$ cat config.mk
export PLATFORM = sky130hd
export DESIGN_NAME = gmii_tx_arbiter
export DESIGN_NICKNAME = d
export VERILOG_FILES = /design/src/rtl/gmii_tx_arbiter.sv
export SDC_FILE = /design/constraint.sdc
export NUM_CORES = 1
export LEC_CHECK = 0
export BUFFER_PORTS_ARGS = -buffer_cell sky130_fd_sc_hd__buf_2
export CAP_MARGIN = 10
export CELL_PAD_IN_SITES_DETAIL_PLACEMENT = 0
export CELL_PAD_IN_SITES_GLOBAL_PLACEMENT = 1
export CORE_MARGIN = 1.5
export CORE_UTILIZATION = 43
export DETAILED_ROUTE_END_ITERATION = 10
export PLACE_DENSITY_LB_ADDON = 0.12
export SLEW_MARGIN = 20
export SYNTH_ARGS = -nofsm -noshare
export SYNTH_HDL_FRONTEND = slang
export SYNTH_SLANG_ARGS = --single-unit
$ cat constraint.sdc
create_clock -name clk -period 4.9 [get_ports clk]
set_input_delay 0.245 -clock clk [delete_from_list [all_inputs] [get_ports clk]]
set_output_delay 0.245 -clock clk [all_outputs]
set_load 0.01 [all_outputs]
$ cat src/rtl/gmii_tx_arbiter.sv
// Two-port GMII transmit arbiter: grants the shared, registered GMII output to one
// requester at a time and enforces an inter-frame gap and a grant-to-start timeout.
module gmii_tx_arbiter #(
    parameter int IFG_CYCLES    = 12,
    parameter int START_TIMEOUT = 64,
    parameter int PRIO_MODE     = 0
) (
    input  logic        clk,
    input  logic        rst,
    input  logic        req0,
    output logic        gnt0,
    input  logic [7:0]  txd0,
    input  logic        txen0,
    input  logic        req1,
    output logic        gnt1,
    input  logic [7:0]  txd1,
    input  logic        txen1,
    output logic [7:0]  gmii_txd,
    output logic        gmii_tx_en,
    output logic        gmii_tx_er,
    output logic        dbg_timeout,
    output logic [15:0] dbg_frames0,
    output logic [15:0] dbg_frames1
);

    localparam int TW = $clog2(START_TIMEOUT) + 1;
    localparam int IW = $clog2(IFG_CYCLES) + 1;
    localparam logic [TW-1:0] T_LAST = TW'(START_TIMEOUT - 1);
    localparam logic [IW-1:0] I_LAST = IW'(IFG_CYCLES - 1);

    typedef enum logic [1:0] {S_IDLE, S_WAIT, S_BUSY, S_IFG} state_t;

    state_t        state, state_nxt;
    logic          owner, owner_nxt;
    logic          last, last_nxt;
    logic [TW-1:0] tcnt;
    logic [IW-1:0] icnt;
    logic          winner;
    logic          own_req, own_txen;
    logic [7:0]    own_txd;
    logic          frame_done, timeout_hit;
    logic          granted;

    // State and bookkeeping registers; both counters clear on every state change.
    always_ff @(posedge clk) begin
        // NOTE: sequential state uses non-blocking assignments so every register
        // samples the pre-edge values regardless of statement order.
        if (rst) begin
            state       <= S_IDLE;
            owner       <= 1'b0;
            last        <= 1'b1;
            tcnt        <= '0;
            icnt        <= '0;
            dbg_timeout <= 1'b0;
            dbg_frames0 <= '0;
            dbg_frames1 <= '0;
        end else begin
            state <= state_nxt;
            owner <= owner_nxt;
            last  <= last_nxt;
            if (state_nxt != state) begin
                tcnt <= '0;
                icnt <= '0;
            end else begin
                if (state == S_WAIT) tcnt <= tcnt + 1'b1;
                if (state == S_IFG)  icnt <= icnt + 1'b1;
            end
            if (timeout_hit) dbg_timeout <= 1'b1;
            if (frame_done && !owner) dbg_frames0 <= dbg_frames0 + 16'd1;
            if (frame_done &&  owner) dbg_frames1 <= dbg_frames1 + 16'd1;
        end
    end

    always_comb begin
        // NOTE: every signal written here gets a default first so no path can
        // leave it unassigned and infer a latch.
        state_nxt   = state;
        owner_nxt   = owner;
        last_nxt    = last;
        frame_done  = 1'b0;
        timeout_hit = 1'b0;
        own_req     = owner ? req1  : req0;
        own_txen    = owner ? txen1 : txen0;
        own_txd     = owner ? txd1  : txd0;
        if (req0 && req1) winner = (PRIO_MODE != 0) ? 1'b1 : ~last;
        else              winner = req1;

        case (state)
            S_IDLE: if (req0 || req1) begin
                state_nxt = S_WAIT;
                owner_nxt = winner;
            end
            S_WAIT: begin
                if (own_txen) begin
                    state_nxt = S_BUSY;
                end else if (!own_req) begin
                    state_nxt = S_IDLE;
                end else if (tcnt == T_LAST) begin
                    state_nxt   = S_IDLE;
                    timeout_hit = 1'b1;
                    last_nxt    = owner;
                end
            end
            S_BUSY: if (!own_txen) begin
                state_nxt  = S_IFG;
                frame_done = 1'b1;
                last_nxt   = owner;
            end
            S_IFG: if (icnt == I_LAST) state_nxt = S_IDLE;
            default: state_nxt = S_IDLE;
        endcase
    end

    always_comb begin
        granted    = (state == S_WAIT) || (state == S_BUSY);
        gnt0       = granted && !owner;
        gnt1       = granted &&  owner;
        gmii_tx_er = 1'b0;
    end

    // Only the owner's lane is ever selected, so the other port cannot leak out.
    always_ff @(posedge clk) begin
        if (rst) begin
            gmii_txd   <= 8'h00;
            gmii_tx_en <= 1'b0;
        end else if (granted) begin
            gmii_txd   <= own_txd;
            gmii_tx_en <= own_txen;
        end else begin
            gmii_txd   <= 8'h00;
            gmii_tx_en <= 1'b0;
        end
    end

endmodule

# Word-level counts from Yosys, hierarchy flattened
# Index checks and enable logic that the tools add are counted.
# W data, S select, Z words.
word_totals:
  reg_bits: 58
  wordCells: 62
op_classes:
  n_mux: 22
  bitwise: 2
  eq_ne: 10
  n_reduce_logical: 14
  add_sub_neg: 4
op_table:
  columns: ["op", "count"]
  rows:
  - ["$add A16 B1 Y16 const B", 2]
  - ["$mux W1", 13]
  - ["$mux W2", 6]
  - ["$mux W8", 1]
  - ["$pmux W2 S4", 1]
  - ["$add A7 B1 Y7 const B", 1]
  - ["$eq A7 B6 Y1 const B", 1]
  - ["$ne A2 B2 Y1 const B", 3]
  - ["$add A5 B1 Y5 const B", 1]
  - ["$eq A5 B4 Y1 const B", 1]
  - ["$logic_and A1 B1 Y1", 5]
  - ["$reduce_and A5 Y1", 1]
  - ["$eq A2 B2 Y1 const B", 2]
  - ["$reduce_or A2 Y1", 2]
  - ["$eq A2 B1 Y1 const B", 1]
  - ["$logic_not A2 Y1", 1]
  - ["$logic_or A1 B1 Y1", 2]
  - ["$ne A2 B1 Y1 const B", 1]
  - ["$ne A2 B2 Y1", 1]
  - ["$not A1 Y1", 2]
  - ["$pmux W1 S2", 1]
  - ["$reduce_and A2 Y1", 1]
  - ["$reduce_bool A2 Y1", 1]
  - ["$logic_not A1 Y1", 1]

# Logic depth before layout (Yosys ltp)
# Gate-level depths: netlist of the first run.
depth:
  word_depth: 7
  ltp_mapped: 8

# Worst setup path after synthesis of the first run
# No wires, ideal clock.
synth_path:
  path_kind: "register to register"
  startpoint: "register state[1]"
  endpoint: "register icnt[2]"
  setup_slack_ns: 2.981
  path_buffers: 2
  period_less_slack_ns: 1.919
  setup_ns: 0.119
  required_time_ns: 4.781
  path_stages_with_launch: 9
  arrival_ns: 1.800
  cell_sequence: "dfxtp_1 > inv_1 > ha_1 > clkbuf_1 > inv_1 > o21ai_1 > o41ai_2 > buf_4 > nor3_2"
synth_between:
  elab_chain_cells: 6
  word_cells_on_any_way: 13
  classes_between: "eq/ne: 4; mux: 7; reduce/logical: 2"
synth_rtl:
  columns: ["element", "line", "text"]
  rows:
  - ["from (decl)", "33", "state_t state, state_nxt;"]
  - ["from (signal assigned)", "58", "state <= state_nxt;"]
  - ["$mux W2", "98", "end else if (tcnt == T_LAST) begin"]
  - ["$mux W2", "96", "end else if (!own_req) begin"]
  - ["$mux W2", "94", "if (own_txen) begin"]
  - ["$pmux W2 S4", "88", "case (state)"]
  - ["$ne A2 B2 Y1", "61", "if (state_nxt != state) begin"]
  - ["$reduce_or A2 Y1 (no source line)", null, null]
  - ["to (signal assigned)", "66", "if (state == S_IFG) icnt <= icnt + 1'b1;"]
  - ["to (decl)", "37", "logic [IW-1:0] icnt;"]
# Parallel ways exist; a longest one is shown, timed or not.
# A chain may end at the register's enable or synchronous reset.

# Final worst setup path of the first run
layout_path:
  startpoint: "register owner"
  endpoint: "register icnt[1]"
layout_between:
  elab_chain_cells: 6
  word_cells_on_any_way: 8
  classes_between: "eq/ne: 1; mux: 6; reduce/logical: 1"
layout_rtl:
  columns: ["element", "line", "text"]
  rows:
  - ["from (decl)", "34", "logic owner, owner_nxt;"]
  - ["from (signal assigned)", "59", "owner <= owner_nxt;"]
  - ["$mux W1", "82", "own_req = owner ? req1 : req0;"]
  - ["$mux W2", "96", null]
  - ["$mux W2", "94", null]
  - ["$pmux W2 S4 *", "88", null]
  - ["$ne A2 B2 Y1 *", "61", null]
  - ["$reduce_or A2 Y1 (no source line) *", null, null]
# Mark *: on every way between the ends. The rest lies on a longest branch, timed or not.

==> flow_summary.json, run 1 <==
{
  "path_clk_slew_ps": 60,
  "peakVddDrop_uv": 207,
  "wl_per_cell_um": 12.9,
  "n_fill_cell": 608,
  "path_class": "reg -> reg",
  "grt_remaining_overflow": 0,
  "drc": 0,
  "synth_cells": 306,
  "die_width_um": 84.1,
  "area_growth_pct": 18.8,
  "dr.first_iter.drc_count": 62,
  "end_kind": "flip-flop",
  "area.sequential_sq_mm": 0.00116,
  "cts_buffer_depth": 2,
  "grt_use_met3_pct": 4.06,
  "dpl.hpwl_um": 3970,
  "antenna_found_initial": 0,
  "crit_fanout": 19,
  "syn_avg_cell_area_sq_um": 9.24,
  "yosysTopAreaCell": "dfxtp_1",
  "cts_buffers": 9,
  "cpLargestDelayFamily": "flip-flops",
  "yosys-top-cells-area": "dfxtp_1, xor2_1, mux2i_1",
  "worstMarginPinSlew_ps": 832,
  "grt_pass1_vias": 2137,
  "relSlewSlack_pct": 44.4,
  "syn_nets": 337,
  "crit_slowest_cell": "dfxtp_1",
  "netlist.area_leader.share_pct": 41.1,
  "ctsResizeCount": 0,
  "layout-drive-gt1-share_pct": 26.2,
  "setup_viol": 0,
  "drv_slew": 0,
  "ys_top_cells_by_count": "dfxtp_1, nor2_1, xor2_1",
  "rsz0062_at_grt": "no",
  "grt_max_degree": 41,
  "synth_edf_count": 0,
  "yosysUniqueCellTypes": 46,
  "tns_ps": 0,
  "place.gp.congestion": 0.775,
  "cp.arrival_ps": 2570,
  "layout.nets": 396,
  "root_buffer": "clkbuf_8",
  "path_buf_inv": 0,
  "ios": 67,
  "die-area_sq_mm": 0.00707,
  "p_per_area_mw_per_mm2": 311,
  "synth-warning-count": 0,
  "syn-cell-area_sq_mm": 0.00283,
  "diodes": 0,
  "post-cts-setup-buffers": 0,
  "start_kind": "flip-flop",
  "cts_hold_buffers": 0,
  "synth_top_flop_cell": "dfxtp_1",
  "port_buffers": 65,
  "grtUsageTotal_pct": 16.8,
  "finalWirelength_um": 5780,
  "clock.fmax_mhz": 420,
  "hold_violations": 0,
  "insertion_delay_ps": 330,
  "multi_input_area_sq_mm": 0.00156,
  "hp-class": "in -> reg",
  "grt_pass1_wl_um": 9660,
  "cts_num_sinks": 58,
  "routed-via-count": 2366,
  "period_share_pct": 48.6,
  "fin_crit_ps": 2380,
  "cp_cell_sequence": "mux2i_1, a2111oi_2, o311ai_4, nor3_1",
  "postRouteAntennaNets": 0,
  "met2_usage_pct": 25.7,
  "clock_skew_ps": 6.70,
  "final_util_pct": 52.9,
  "synth-seq-cells": 58,
  "viasPerCell": 5.29,
  "maxCapViolCount": 0,
  "met1_usage_pct": 21.9,
  "drtPass1Iterations": 4,
  "async_flop_share_pct": 0,
  "yosysMostFrequentCell": "dfxtp_1",
  "critical-path-max-stage-delay_ps": 860,
  "required_ps": 5090,
  "rows": 29,
  "start_util_pct": 44.5,
  "cts_tree": "built",
  "ys_seq_area_share_pct": 41.1,
  "cts_max_level": 3,
  "status": "finished, final reports clean",
  "top_usage_layer": "met2",
  "die_h_um": 84.1,
  "total_leakage_power_nw": 1.36,
  "core_sq_mm": 0.00635
}
-- kinds of logic after synthesis --
| group | share of synthesized area [%] |
|---|---|
| simple gates | 26.2 |
| flops | 41.1 |
| other cells | 0.133 |
| fa+ha+maj | 3.98 |
| compound gates | 10.1 |
| mux | 5.84 |
| buf+inv | 4.29 |
| xor+xnor | 8.36 |
-- cell usage in the layout, fill, tap and decap left out, types with 6 or more instances in the layout --
master / n
nor2_1: 35
inv_1: 6
a21oi_1: 16
dfxtp_1: 58
o21ai_0: 7
clkbuf_8: 12
nand3_1: 7
nor3_2: 10
xnor2_1: 8
nand4_1: 15
nand2_1: 17
ha_1: 9
xor2_1: 19
or4_1: 8
o31ai_1: 9
buf_2: 65
mux2i_1: 15
-- layout make-up --
type                       instances  area share [%]
clock buffer                      14            5.14
clock inverter                     2           0.298
tap                               77            2.87
sequential                        58            34.6
timing repair buffer              66            9.91
inverter                           6           0.671
multi-input combinational        224            46.5
-- metrics by stage --
| stage | hold WS (ps) | instance area (sq um) | worst slack, ps | cells | power (W) |
|---|---|---|---|---|---|
| finish | 137 | 3360 | 2520 | 447 | 0.00104 |
| global route | 140 | 3360 | 2310 | 447 | 0.00109 |
| CTS | 128 | 3360 | 2460 | 447 | 0.00106 |
| detailed placement | 471 | 3180 | 2460 | 431 | 0.000650 |
| global placement | 461 | 3170 | 2230 | 431 | 0.000646 |
| floorplan | 389 | 2830 | 2980 | 306 | 0.000612 |
-- tightest hold or removal path: cells and delay by family --
kind	cells	cell delay [ps]
buffers and inverters	1	70
multiplexers	1	50
AND/OR/NAND/NOR	1	70
-- per-layer routing --
layer	vias up	wire [um]
met4	0	113
li1	1214	-
met2	46	2620
met1	1095	2790
met3	11	253
met5	-	0
-- power by group --
group	switching [W]	leakage [nW]	internal (W)	total (W)
combinational	0.0000812	0.793	0.0000560	0.000137
clock	0.000183	0.0965	0.000224	0.000406
sequential	0.0000155	0.469	0.000485	0.000501
total	0.000279	1.36	0.000765	0.00104
-- flip-flops by register name, indices dropped and copies added, names as in the netlist --
| register | cells |
|---|---|
| dbg_frames0 | 16 |
| dbg_frames1 | 16 |
| gmii_txd | 8 |
| tcnt | 7 |
| icnt | 5 |
| state | 2 |
| dbg_timeout | 1 |
| gmii_tx_en | 1 |
| last | 1 |
| owner | 1 |
-- final timing paths --
kind | startpoint | endpoint | slack, ps | depth (start not counted)
worst min register to register | dbg_frames0[15]$_SDFFE_PP0P_ | dbg_frames0[15]$_SDFFE_PP0P_ | 480 | 2
worst max-delay path | owner$_SDFFE_PP0P_ | icnt[1]$_SDFFE_PP0N_ | 2520 | 4
worst max register to register | owner$_SDFFE_PP0P_ | icnt[1]$_SDFFE_PP0N_ | 2520 | 4
worst min-delay path | txd0[4] | gmii_txd[4]$_SDFF_PP0_ | 140 | 3
No activity file was read; power rests on OpenSTA's default activity.
==> run 2: changes to the inputs <==
- ABC_AREA: unset -> 1
- CORE_UTILIZATION: 43 -> 38
- clock period: 4.9 -> 2.3 ns (I/O delays scaled with it)
==> run 2 against run 1 <==
  * Via count up 5.7%
  * Final area rose by 3.3%
  * Area after synthesis shrank 1.1%
  * Die area increased by 11%
  * Worst hold slack lost 110 ps
  * Flip-flop and latch count unchanged
  * Highest routed layer unchanged
  * Largest cell class unchanged
  * Non-clock buffer count increased by 3
  * Power rose to 2.9 times the previous value
  * Critical path type unchanged
  * Clock power rose to 2.9 times the previous value
  * Combinational power grew to 5.1 times the previous value
  * Synthesized cell count up 23%
  * Maximum frequency rose by 22%
==> flow_summary.json, run 2 <==
{
  "status": "finished, final reports clean",
  "tns_ps": 0,
  "clock_power_share_pct": 39.1,
  "hp-class": "in -> reg",
  "syn_nets": 407,
  "cts_num_sinks": 58,
  "grt_pass1_vias": 2270,
  "area_growth_pct": 24.1,
  "power_switching_w": 0.000916,
  "seq_power_share_pct": 37.5,
  "drv_slew": 0,
  "post-cts-setup-buffers": 0,
  "setup_viol": 0,
  "die-area_sq_mm": 0.00788,
  "layout_common_cells": "nand2_1, buf_2, dfxtp_1",
  "period_share_pct": 84.9,
  "switching_share_pct": 30.4,
  "antenna_found_initial": 0,
  "fin_crit_ps": 1950,
  "cp.arrival_ps": 2190,
  "layout.nets": 477,
  "required_ps": 2540,
  "cts_tree": "built",
  "die_h_um": 88.8,
  "wl_per_cell_um": 10.7,
  "yosys-top-cells-area": "dfxtp_1, nand2_1, nor2_1",
  "intPower_w": 0.00210,
  "crit_fanout": 7,
  "hold_violations": 0,
  "grt_pass1_wl_um": 9930,
  "clock.fmax_mhz": 512,
  "routed-via-count": 2500,
  "synth-warning-count": 0,
  "layout-drive-gt1-share_pct": 25.7,
  "n_fill_cell": 761,
  "start_kind": "flip-flop",
  "async_flop_share_pct": 0,
  "layout_commonest_cell": "nand2_1",
  "cp_common_cell": "nor2_1",
  "peakVddDrop_uv": 388,
  "report.power.total_w": 0.00301,
  "dr.first_iter.drc_count": 70,
  "syn-cell-area_sq_mm": 0.00280,
  "grt_max_degree": 21,
  "netlist.area_leader.share_pct": 41.5,
  "place.gp.congestion": 0.768,
  "postRouteAntennaNets": 0,
  "core_sq_mm": 0.00718,
  "syn_avg_cell_area_sq_um": 7.44,
  "path_clk_slew_ps": 70,
  "crit_slowest_cell": "dfxtp_2",
  "cts_buffers": 9,
  "total_leakage_power_nw": 1.53,
  "diodes": 0,
  "clock_skew_ps": 8.70,
  "p_per_area_mw_per_mm2": 869,
  "ios": 67,
  "p_comb_share_pct": 23.3,
  "cts_max_level": 3,
  "finalWirelength_um": 5900,
  "cp_cell_sequence": "inv_1, ha_1, nand3_2, nor2_2, nand2_1, nor2_1, nand2_2, nor2_1, a21oi_1, o21a_1",
  "drc": 0,
  "rows": 31,
  "path_class": "reg -> reg",
  "cts_buffer_depth": 2,
  "rsz0062_at_grt": "no",
  "die_width_um": 88.8,
  "root_buffer": "clkbuf_8",
  "synth_cells": 376,
  "insertion_delay_ps": 340,
  "yosysMostFrequentCell": "nand2_1",
  "ys_seq_area_share_pct": 41.5,
  "critical-path-max-stage-delay_ps": 360,
  "dpl.hpwl_um": 4240,
  "end_kind": "flip-flop",
  "yosysTopAreaCell": "dfxtp_1",
  "start_util_pct": 39.0,
  "maxCapViolCount": 0,
  "synth-seq-cells": 58,
  "grt_remaining_overflow": 0,
  "synth_top_flop_cell": "dfxtp_1",
  "port_buffers": 65,
  "ys_top_cells_by_count": "nand2_1, dfxtp_1, nor2_1",
  "hold_ws_ps": 23.2,
  "grtUsageTotal_pct": 16.4,
  "yosysUniqueCellTypes": 34,
  "synth_edf_count": 0,
  "drtPass1Iterations": 4,
  "viasPerCell": 4.55,
  "reg_top3": "dbg_frames0 x16, dbg_frames1 x16, gmii_txd x8"
}
run 2: cell count changes after synthesis, moves of 10 or more:
cell | previous run | this run
xor2_1 | 19 | 8
nor3_2 | 10 | 0
nand2_1 | 17 | 82
mux2i_1 | 15 | 2
o21ai_0 | 7 | 17
a21oi_1 | 16 | 31
nand3_1 | 7 | 18
nor2_2 | 0 | 14
nand4_1 | 15 | 3
nor2_1 | 35 | 49
inv_1 | 6 | 37
run 2: worst paths after layout:
kind	startpoint	end	slack [ps]	cells past startpoint
min reg2reg	dbg_frames0[15]$_SDFFE_PP0P_	dbg_frames0[15]$_SDFFE_PP0P_	460	2
min	txd0[3]	gmii_txd[3]$_SDFF_PP0_	20	3
max reg2reg	state[0]$_SDFF_PP0_	dbg_frames1[13]$_SDFFE_PP0P_	350	10
max	state[0]$_SDFF_PP0_	dbg_frames1[13]$_SDFFE_PP0P_	350	10
run 2: critical path, delay by kind of cell (launching register included):
family,cells,cell delay [ps]
simple gates,6,890
flops,1,360
fa+ha+maj,1,300
compound gates,2,200
buf+inv,1,120
run 2: stage by stage:
stage	util [%]	cells	instance area, sq um	setup slack [ps]
3_3_place_gp	44.7	534	3210	257
2_1_floorplan	-	376	2800	561
5_1_grt	48.4	550	3470	94.5
4_1_cts	48.2	550	3460	123
6_report	48.4	550	3470	346
3_5_place_dp	44.7	534	3210	150
run 2: layout make-up:
cell class | count | area (sq um) | share of cell area [%]
clock buffer | 11 | 151 | 4.36
clock inverter | 5 | 100 | 2.88
inverter | 39 | 146 | 4.22
multi-input combinational | 269 | 1430 | 41.2
sequential | 58 | 1160 | 33.5
tap | 99 | 124 | 3.57
timing repair buffer | 69 | 355 | 10.2
run 2: cells by family after synthesis:
| kind of cell | share of synthesized area (%) |
|---|---|
| buf+inv | 7.61 |
| mux | 0.716 |
| simple gates | 31.1 |
| other cells | 0.134 |
| fa+ha+maj | 4.03 |
| compound gates | 10.6 |
| xor+xnor | 4.38 |
| flops | 41.5 |
run 2: layer usage:
metal  global-route usage, %  part of all wire [%]
met1                    20.4                    48
met2                    26.0                    45
met3                    5.41                   5.1
met5                       0                     0
met4                    7.24                   1.8
run 2: power by group through the flow:
stage	registers (W)	logic, W	clock network [W]
after detailed placement	0.00115	0.000696	0
final	0.00113	0.000703	0.00118
after CTS	0.00113	0.000699	0.00122
after global routing	0.00114	0.000808	0.00126
after global placement	0.00115	0.000698	0
after floorplan	0.00116	0.000537	0
run 2: timing repair:
action,CTS,global route
hold buffers,0,0
resized for setup,0,2
setup endpoints to repair,0,12
==> run 3: changes to the inputs <==
- clock period: 2.3 -> 1.9 ns (I/O delays scaled with it)
==> run 3 against run 2 <==
  * Critical endpoint unchanged
  * Clock power about the same
  * Final area up 3.4%
  * Setup slack lost 110 ps
  * Global-route usage is 0.16 points higher
  * Routed wire length is 1.7% higher
  * Largest power group is now sequential cells
  * Count of clock-buffer cells in the layout down 1
  * Flip-flop and latch count is the same
  * Clock skew increased by 2.6 ps
  * Combinational power grew 38%
  * First-iteration DRC count shrank 13%
  * Register-to-register slack got worse by 110 ps
  * Sequential share of layout area shrank 1.1 points
==> flow_summary.json, run 3 (synthesized netlist as in run 2, its figures left out) <==
{
  "report.power.total_w": 0.00354,
  "insertion_delay_ps": 330,
  "setup_viol": 0,
  "rows": 31,
  "layout_common_cells": "nand2_1, buf_2, dfxtp_1",
  "finalWirelength_um": 6010,
  "area_growth_pct": 28.2,
  "antenna_found_initial": 0,
  "cts_buffers": 9,
  "n_fill_cell": 741,
  "place.gp.congestion": 0.744,
  "top_layer_used": "met4",
  "grt_pass1_wl_um": 9980,
  "maxCapViolCount": 0,
  "die-area_sq_mm": 0.00788,
  "rsz0062_at_grt": "no",
  "setup_ws_ps": 236,
  "hp-class": "in -> reg",
  "die_width_um": 88.8,
  "crit_fanout": 5,
  "postRouteAntennaNets": 0,
  "diodes": 0,
  "fin_crit_ps": 1660,
  "cts_tree": "built",
  "total_leakage_power_nw": 1.57,
  "die_h_um": 88.8,
  "drtPass1Iterations": 4,
  "cts_buffer_depth": 2,
  "wl_met3_um": 257,
  "routed-via-count": 2533,
  "cts_max_level": 3,
  "wirelength_met1_um": 2880,
  "port_buffers": 65,
  "clock_skew_ps": 11.3,
  "area.sequential_sq_mm": 0.00116,
  "hold_violations": 0,
  "dpl.hpwl_um": 4310,
  "layout-drive-gt1-share_pct": 26.7,
  "path_class": "reg -> reg",
  "start_kind": "flip-flop",
  "layout.nets": 492,
  "viasPerCell": 4.49,
  "period_share_pct": 87.6,
  "path_clk_slew_ps": 60,
  "ios": 67,
  "layout_commonest_cell": "nand2_1",
  "start_util_pct": 39.0,
  "core_sq_mm": 0.00718,
  "tns_ps": 0,
  "cts_num_sinks": 58,
  "hold_ws_ps": 15.1,
  "clock.fmax_mhz": 601,
  "grt_pass1_vias": 2295,
  "reg_top3": "dbg_frames0 x16, dbg_frames1 x16, gmii_txd x8",
  "drc": 0,
  "grt_max_degree": 21,
  "status": "finished, final reports clean",
  "wl_met2_um": 2780,
  "grt_remaining_overflow": 0,
  "dp_slack_ps": 30.0,
  "wl_per_cell_um": 10.7,
  "peakVddDrop_uv": 441,
  "root_buffer": "clkbuf_8",
  "drv_slew": 0,
  "cp.arrival_ps": 1880,
  "p_per_area_mw_per_mm2": 988,
  "dr.first_iter.drc_count": 61,
  "grtUsageTotal_pct": 16.6,
  "multi_input_area_sq_mm": 0.00144,
  "end_kind": "flip-flop",
  "required_ps": 2120,
  "post-cts-setup-buffers": 0
}
-- run 3: cell count changes in the layout (fill, tap and decap cells not counted), moves of 2 or more --
| cell | before | now |
|---|---|---|
| inv_2 | 1 | 3 |
| inv_1 | 37 | 35 |
| clkbuf_8 | 11 | 9 |
| ha_1 | 9 | 7 |
| clkinvlp_4 | 0 | 2 |
| dlygate4sd3_1 | 0 | 10 |
| buf_4 | 4 | 8 |
-- run 3: routing by layer --
metal / up-vias / GRT usage, %
met1: 1107 / 20.3
li1: 1367 / -
met4: 0 / 7.24
met5: - / 0
met3: 8 / 5.04
met2: 51 / 26.9
-- run 3: layout make-up --
type	count	area share, %
multi-input combinational	269	40.2
sequential	58	32.4
timing repair buffer	84	14.1
inverter	39	4.08
clock buffer	10	3.56
tap	99	3.45
clock inverter	5	2.23
-- run 3: path summary, 6_finish.rpt --
kind | to | from | slack, ps | cells after the start
min | gmii_txd[5]$_SDFF_PP0_ | txd0[5] | 20 | 3
min reg2reg | dbg_frames0[15]$_SDFFE_PP0P_ | dbg_frames0[15]$_SDFFE_PP0P_ | 470 | 2
max | dbg_frames1[13]$_SDFFE_PP0P_ | state[0]$_SDFF_PP0_ | 240 | 10
max reg2reg | dbg_frames1[13]$_SDFFE_PP0P_ | state[0]$_SDFF_PP0_ | 240 | 10
-- run 3: repair_timing --
item	CTS	global route
hold buffers	10	0
endpoints found under the setup margin	0	20
resized for setup	0	7
endpoints found under the hold margin	7	0
-- run 3: power by group --
part	total [W]	switching [W]	internal, W	leakage, nW
clock	0.00121	0.000483	0.000729	0.0984
sequential	0.00136	0.0000563	0.00130	0.469
combinational	0.000971	0.000578	0.000393	0.999
-- run 3: critical path: stages (launching register included) --
cell	delay (ps)
dfxtp_1	320
inv_2	100
ha_4	180
nand3_2	130
nor2_2	150
nand2_1	110
nor2_2	120
nand2_2	100
nor2_1	150
a21oi_1	80
o21a_1	120
-- run 3: metrics by stage --
| stage | cell area (sq um) | instances | util [%] |
|---|---|---|---|
| 2_1_floorplan | 2800 | 376 | - |
| 3_3_place_gp | 3260 | 539 | 45.4 |
| 3_5_place_dp | 3260 | 539 | 45.4 |
| 4_1_cts | 3570 | 564 | 49.7 |
| 5_1_grt | 3590 | 564 | 50.0 |
| 6_report | 3590 | 564 | 50.0 |
